==> src/rtl/led_fill_drain_ctrl.sv <==
// Fill-then-drain LED sequencer: prescaled step ticks drive s_out/step/clr for an 8-stage SIPO shifter.
// All outputs registered (one cycle after the tick/enable decision); no backpressure, en low aborts to IDLE.
module led_fill_drain_ctrl #(
    parameter int WIDTH       = 8,
    parameter int DIV         = 25_000_000,
    parameter int HOLD_STEPS  = 4,
    parameter int PAUSE_STEPS = 4
) (
    input  logic                         clk_i,
    input  logic                         reset_i,
    input  logic                         en_i,
    output logic                         s_out_o,
    output logic                         step_o,
    output logic                         clr_o,
    output logic [$clog2(WIDTH+1)-1:0]   lit_count_o,
    output logic [1:0]                   phase_o,
    output logic                         cycle_done_o
);

    localparam int CW     = $clog2(WIDTH + 1);
    localparam int PW     = (DIV > 1) ? $clog2(DIV) : 1;
    localparam int SEGMAX = (HOLD_STEPS > PAUSE_STEPS) ? HOLD_STEPS : PAUSE_STEPS;
    localparam int SW     = (SEGMAX > 1) ? $clog2(SEGMAX) : 1;

    localparam logic [PW-1:0] PRESC_LAST = PW'(DIV - 1);
    localparam logic [CW-1:0] LIT_FULL   = CW'(WIDTH);
    localparam logic [CW-1:0] LIT_LAST   = CW'(WIDTH - 1);
    localparam logic [SW-1:0] HOLD_LAST  = SW'(HOLD_STEPS - 1);
    localparam logic [SW-1:0] PAUSE_LAST = SW'(PAUSE_STEPS - 1);

    typedef enum logic [2:0] {S_IDLE, S_FILL, S_HOLD, S_DRAIN, S_PAUSE} state_t;

    state_t          state_q;
    logic [PW-1:0]   presc_q;
    logic [SW-1:0]   seg_q;
    logic [CW-1:0]   lit_q;
    logic [1:0]      phase_q;
    logic            s_out_q;
    logic            step_q;
    logic            clr_q;
    logic            done_q;
    logic            tick;

    assign tick = (state_q != S_IDLE) && (presc_q == PRESC_LAST);

    always_ff @(posedge clk_i) begin
        if (reset_i) begin
            state_q <= S_IDLE;
            presc_q <= '0;
            seg_q   <= '0;
            lit_q   <= '0;
            phase_q <= 2'd0;
            s_out_q <= 1'b0;
            step_q  <= 1'b0;
            clr_q   <= 1'b0;
            done_q  <= 1'b0;
        end else begin
            step_q <= 1'b0;
            clr_q  <= 1'b0;
            done_q <= 1'b0;
            // Abort wins over any tick landing in the same cycle.
            if (state_q != S_IDLE && !en_i) begin
                state_q <= S_IDLE;
                presc_q <= '0;
                seg_q   <= '0;
                lit_q   <= '0;
                phase_q <= 2'd0;
                s_out_q <= 1'b0;
                clr_q   <= 1'b1;
            end else begin
                if (state_q == S_IDLE) presc_q <= '0;
                else                   presc_q <= tick ? '0 : presc_q + 1'b1;
                case (state_q)
                    S_IDLE: begin
                        if (en_i) begin
                            state_q <= S_FILL;
                            phase_q <= 2'd1;
                        end
                    end
                    S_FILL: begin
                        if (tick && lit_q != LIT_FULL) begin
                            step_q  <= 1'b1;
                            s_out_q <= 1'b1;
                            lit_q   <= lit_q + 1'b1;
                            if (lit_q == LIT_LAST) begin
                                state_q <= S_HOLD;
                                phase_q <= 2'd2;
                            end
                        end
                    end
                    S_HOLD: begin
                        if (tick) begin
                            if (seg_q == HOLD_LAST) begin
                                seg_q   <= '0;
                                state_q <= S_DRAIN;
                                phase_q <= 2'd3;
                            end else begin
                                seg_q <= seg_q + 1'b1;
                            end
                        end
                    end
                    S_DRAIN: begin
                        if (tick && lit_q != '0) begin
                            step_q  <= 1'b1;
                            s_out_q <= 1'b0;
                            lit_q   <= lit_q - 1'b1;
                            if (lit_q == CW'(1)) begin
                                state_q <= S_PAUSE;
                                phase_q <= 2'd0;
                            end
                        end
                    end
                    S_PAUSE: begin
                        if (tick) begin
                            if (seg_q == PAUSE_LAST) begin
                                seg_q   <= '0;
                                state_q <= S_FILL;
                                phase_q <= 2'd1;
                                done_q  <= 1'b1;
                            end else begin
                                seg_q <= seg_q + 1'b1;
                            end
                        end
                    end
                    default: begin
                        state_q <= S_IDLE;
                        phase_q <= 2'd0;
                    end
                endcase
            end
        end
    end

    assign s_out_o      = s_out_q;
    assign step_o       = step_q;
    assign clr_o        = clr_q;
    assign lit_count_o  = lit_q;
    assign phase_o      = phase_q;
    assign cycle_done_o = done_q;

endmodule

==> config.mk <==
export PLATFORM = sky130hd
export DESIGN_NAME = led_fill_drain_ctrl
export DESIGN_NICKNAME = d
export VERILOG_FILES = /design/src/rtl/led_fill_drain_ctrl.sv
export SDC_FILE = /design/constraint.sdc
export NUM_CORES = 1
export LEC_CHECK = 0
export CAP_MARGIN = 40
export CORE_MARGIN = 5
export CORE_UTILIZATION = 46
export DETAILED_ROUTE_END_ITERATION = 10
export PLACE_DENSITY = 0.67
export SLEW_MARGIN = 20
export SYNTH_ARGS = -nofsm -noshare
export SYNTH_HDL_FRONTEND = slang
export SYNTH_SLANG_ARGS = --single-unit
==> constraint.sdc <==
create_clock -name clk_i -period 2.7 [get_ports clk_i]
set_clock_uncertainty 0.05 [all_clocks]
set_input_delay 0.405 -clock clk_i [delete_from_list [all_inputs] [get_ports clk_i]]
set_output_delay 0.405 -clock clk_i [all_outputs]
set_load 0.02 [all_outputs]
==> results by stage <==
Timing:
- Setup violations remaining at the end of the flow were counted as 0.
- The final number of max-transition violations was 0.
- At the pin with the least slew margin, the transition time is 0.484 ns.
- Setup repair after global routing left no endpoint under its margin.
- Adding up every negative setup slack in the final design gives 0 ns.
- In this run the tightest slew margin relative to its limit is 0.677.
- The routed design could run at a clock period as short as about 2.5 ns.
- The upper clock frequency limit is 393 MHz.
- The final worst-path cycle share is 0.944.
- The count of final hold-check violations is 0.
- In the post-route analysis, the smallest setup slack over all paths is approximately 0.15 ns.

Clock network:
- The number of buffers inserted by hold repair at cts is 0.
- Buffers inserted during clock tree synthesis total 5.
- In this run, post-CTS repair resized a total of 0 instances.
- The clock tree from TritonCTS is yes.
- The clock passes through at most 2 buffers.
- For this design, the sink count on the clock tree is 39.
- The H-tree generated during clock tree synthesis spans 2 levels.
- In this run the post-CTS setup repair buffer count came out at 0.
- The clock transition at the register clock pins on the worst setup and hold paths after CTS is 0.08 ns.
- The cell at the root of the clock tree is sky130_fd_sc_hd__clkbuf_8.
- The source-to-sink clock delay at the later pin of the worst-skew pair is 0.29 ns.

Worst setup path:
- The flop-to-flop setup slack is 0.15 ns.
- The critical path goes through or4b_1 > or4_4 > or3_4 > or4_1 > a31oi_1.
- The largest single stage delay on the critical path is 0.52 ns.
- The maximum net fanout on the critical path is 6.
- The capturing element type of the critical path is a register.
- The element type at the critical path start is a register.
- The slowest stage of the critical path is the sky130_fd_sc_hd__or4b_1 cell.
- For the worst setup path, the data arrival time is roughly 2.7 ns.
- The startpoint of the lowest-slack register-to-register path is presc_q[8]$_SDFF_PP0_.
- The worst register-to-register path ends at phase_o[1]$_SDFFE_PP0P_.
- At the worst endpoint, the required time is 2.87 ns.
- The number of cells traversed by the worst register-to-register path is 5.
- The setup path with the least slack is of type register to register.

Finish:
- After the last flow step, the layout net total stands at 247.
- The end-of-flow core utilization is 0.545.
- With fillers left out, the area of the finished cells amounts to ~2200 um^2.
- The footprint of the flip-flops and latches is 781 um^2.
- 0 antenna diodes ended up in the layout.
- The relative area change from synthesis to final layout is 13.9%.
- Of the cells placed in the final design, the portion with a size suffix greater than 1 is 0.0667.
- The layout has ~400 filler cells.
- The multi-input gate area in the final layout is 1100 um^2.
- In the layout the commonest cells are 39 x sky130_fd_sc_hd__dfxtp_1, 34 x sky130_fd_sc_hd__nor2_1, 19 x sky130_fd_sc_hd__xor2_1.
- The commonest non-fill, non-tap cell in the layout is sky130_fd_sc_hd__dfxtp_1.

Route:
- Using the TritonRoute via totals, the vias-per-cell ratio works out to 5.42.
- The number of remaining DRC errors is 0.
- The detailed-route via count is 1571.
- The antenna violation net count after detailed routing is 0.
- The total wire length after detailed routing is approximately 3900 um.
- Before antenna repair, the detailed router went through 4 iterations.
- The first routing iteration left 71 violations.
- In the final routed layout, each cell accounts on average for 13.3 um.

Die:
- The initialized floorplan defines 23 standard-cell rows.
- 13 I/O pins were placed.
- The die outline height is 74.9 um.
- The initial cell density of the core is 0.478.
- The die outline width is about 75 um.
- The die covers 5610 um^2.
- The floorplan step defined a core boundary enclosing 4060 um^2.

Global routing:
- The total overflow reported by the global router is 0.
- Entering global routing, the biggest net connects 26 pins.
- The number of antenna violations at the first check in global routing is 0.
- The global-route wire length before repair is approximately 6800 um.
- The global-route usage over all layers is 0.160.
- The number of global-route vias before repair is 1462.

Power:
- The sequential power share is 0.571.
- The power density of the placed cells is 467 nW/um^2.
- Of the total power, the share spent switching nets is 0.238.
- The total chip power is ~0.0010 W.
- The leakage dissipation is 0.771 nW.
- The share of total power dissipated in the clock network is 0.367.
- The internal portion of the total power is 0.000786 W.
- Summed over all nets, the switching power comes to between 0.0002 and 0.00025 W.
- Across the VDD grid, the largest voltage drop is 0.244 mV.
- The share of total power dissipated in combinational logic is 0.062.

Min path:
- Along the worst hold path, the cell count comes to 2.
- In this run the worst hold path is classified as register to register.
- The worst hold path terminates at seg_q[1]$_SDFFE_PP0P_.
- In this run the most critical hold path is launched from seg_q[1]$_SDFFE_PP0P_.

Logic synthesis:
- A synthesized cell averages 8.66 um^2.
- Counting flops with a built-in enable in the synthesized netlist gives 0.
- The cell count after synthesis is approximately 220.
- The synthesized netlist occupies a cell area of 1940 um^2.
- The Yosys warning count is 0.
- The share of synthesized area occupied by flip-flops and latches is 0.403.
- The synthesized net count is 232.
- After synthesis, the share of flip-flops with an asynchronous set or reset is 0.
- In this run, synthesis produced a sequential element count of 39.
- The number of distinct library cells after synthesis is between 40 and 50.
- The dominant register cell in the synthesized netlist is sky130_fd_sc_hd__dfxtp_1.

Job:
- Max-cap violations in this run came to 0.

Placement:
- Once detailed placement completed, the half-perimeter wirelength came to 2700 um.
- The post-detailed-placement cell area is 2120 um^2.
- Routability-driven placement finished with a final weighted congestion of 0.741.
- Before CTS, the worst setup slack after placement is 0.110 ns.
- In this run the tool buffered the top-level ports with 12 buffer cells.

Outcome:
- The run finished with clean final reports.
synth_stat cells, types with 2 or more instances:
cell type	number	area [um^2]
sky130_fd_sc_hd__nand4_1	8	50.1
sky130_fd_sc_hd__a21oi_1	7	35.0
sky130_fd_sc_hd__o211ai_1	2	15.0
sky130_fd_sc_hd__nand3_1	17	85.1
sky130_fd_sc_hd__or4bb_1	2	22.5
sky130_fd_sc_hd__xor2_1	19	166
sky130_fd_sc_hd__clkbuf_1	6	22.5
sky130_fd_sc_hd__or3_1	5	31.3
sky130_fd_sc_hd__nor4bb_1	3	30.0
sky130_fd_sc_hd__nor4_1	2	12.5
sky130_fd_sc_hd__inv_1	5	18.8
sky130_fd_sc_hd__or4b_1	2	20.0
sky130_fd_sc_hd__nand2_1	11	41.3
sky130_fd_sc_hd__and3_1	8	50.1
sky130_fd_sc_hd__a31oi_1	3	18.8
sky130_fd_sc_hd__xnor2_1	10	87.6
sky130_fd_sc_hd__nor2b_1	2	12.5
sky130_fd_sc_hd__ha_1	5	62.6
sky130_fd_sc_hd__buf_2	2	10.0
sky130_fd_sc_hd__o21ai_0	3	15.0
sky130_fd_sc_hd__and4_1	3	26.3
sky130_fd_sc_hd__nor3_1	6	30.0
sky130_fd_sc_hd__nor2_1	34	128
sky130_fd_sc_hd__or4_1	2	15.0
sky130_fd_sc_hd__mux2i_1	3	30.0
sky130_fd_sc_hd__dfxtp_1	39	781
per-layer routing:
layer	wire length [um]	GRT usage
met5	0	0
met4	57	0.0573
met3	147	0.0587
met2	1710	0.237
met1	1940	0.213
power by group through the flow:
| stage | sequential, W | clock [W] | combinational (W) |
|---|---|---|---|
| floorplan | 0.000597 | 0 | 0.0000513 |
| global placement | 0.000603 | 0 | 0.0000618 |
| detailed placement | 0.000603 | 0 | 0.0000633 |
| CTS | 0.000589 | 0.000390 | 0.0000652 |
| global route | 0.000591 | 0.000426 | 0.0000710 |
| finish | 0.000589 | 0.000378 | 0.0000641 |
how the worst max path moves through the flow:
| stage | startpoint | end | slack (ns) | depth (start not counted) |
|---|---|---|---|---|
| 2_1_floorplan | presc_q[8]$_SDFF_PP0_ | phase_o[1]$_SDFFE_PP0P_ | 0.15 | 6 |
| 3_3_place_gp | presc_q[8]$_SDFF_PP0_ | phase_o[1]$_SDFFE_PP0P_ | 0.11 | 5 |
| 3_5_place_dp | presc_q[8]$_SDFF_PP0_ | phase_o[1]$_SDFFE_PP0P_ | 0.11 | 5 |
| 4_1_cts | presc_q[8]$_SDFF_PP0_ | phase_o[1]$_SDFFE_PP0P_ | 0.09 | 5 |
| 5_1_grt | presc_q[8]$_SDFF_PP0_ | phase_o[1]$_SDFFE_PP0P_ | 0.05 | 5 |
| 6_report | presc_q[8]$_SDFF_PP0_ | phase_o[1]$_SDFFE_PP0P_ | 0.15 | 5 |
per-stage QoR:
| step | cells | hold slack, ns |
|---|---|---|
| after floorplan | 224 | 0.386 |
| after global placement | 282 | 0.398 |
| after detailed placement | 282 | 0.404 |
| after CTS | 290 | 0.416 |
| after global routing | 290 | 0.450 |
| final | 290 | 0.412 |
final cells by class:
type                       count  share of cell area
multi-input combinational    170               0.498
clock buffer                   7              0.0345
clock inverter                 1             0.00227
timing repair buffer          18              0.0747
sequential                    39               0.353
inverter                       5             0.00849
tap                           50              0.0283
sequential cells by signal, indices dropped and copies added (netlist names):
signal and cells:
s_out_o 1, phase_o 1, lit_count_o 4, step_o 1
presc_q 25, state_q 3, clr_o 1, cycle_done_o 1
seg_q 2
cell families after synthesis:
group,synth area share
flops,0.403
fa+ha+maj,0.0323
simple gates,0.325
xor+xnor,0.131
compound gates,0.0613
buf+inv,0.0323
mux,0.0155
worst max-delay path: cells and delay by family, from the launching register on:
kind             cells  cell delay [ns]
flip-flops           1             0.35
AND/OR/NAND/NOR      4             1.92
AO/OA/AOI/OAI        1             0.16
No activity file was read; power rests on OpenSTA's default activity.
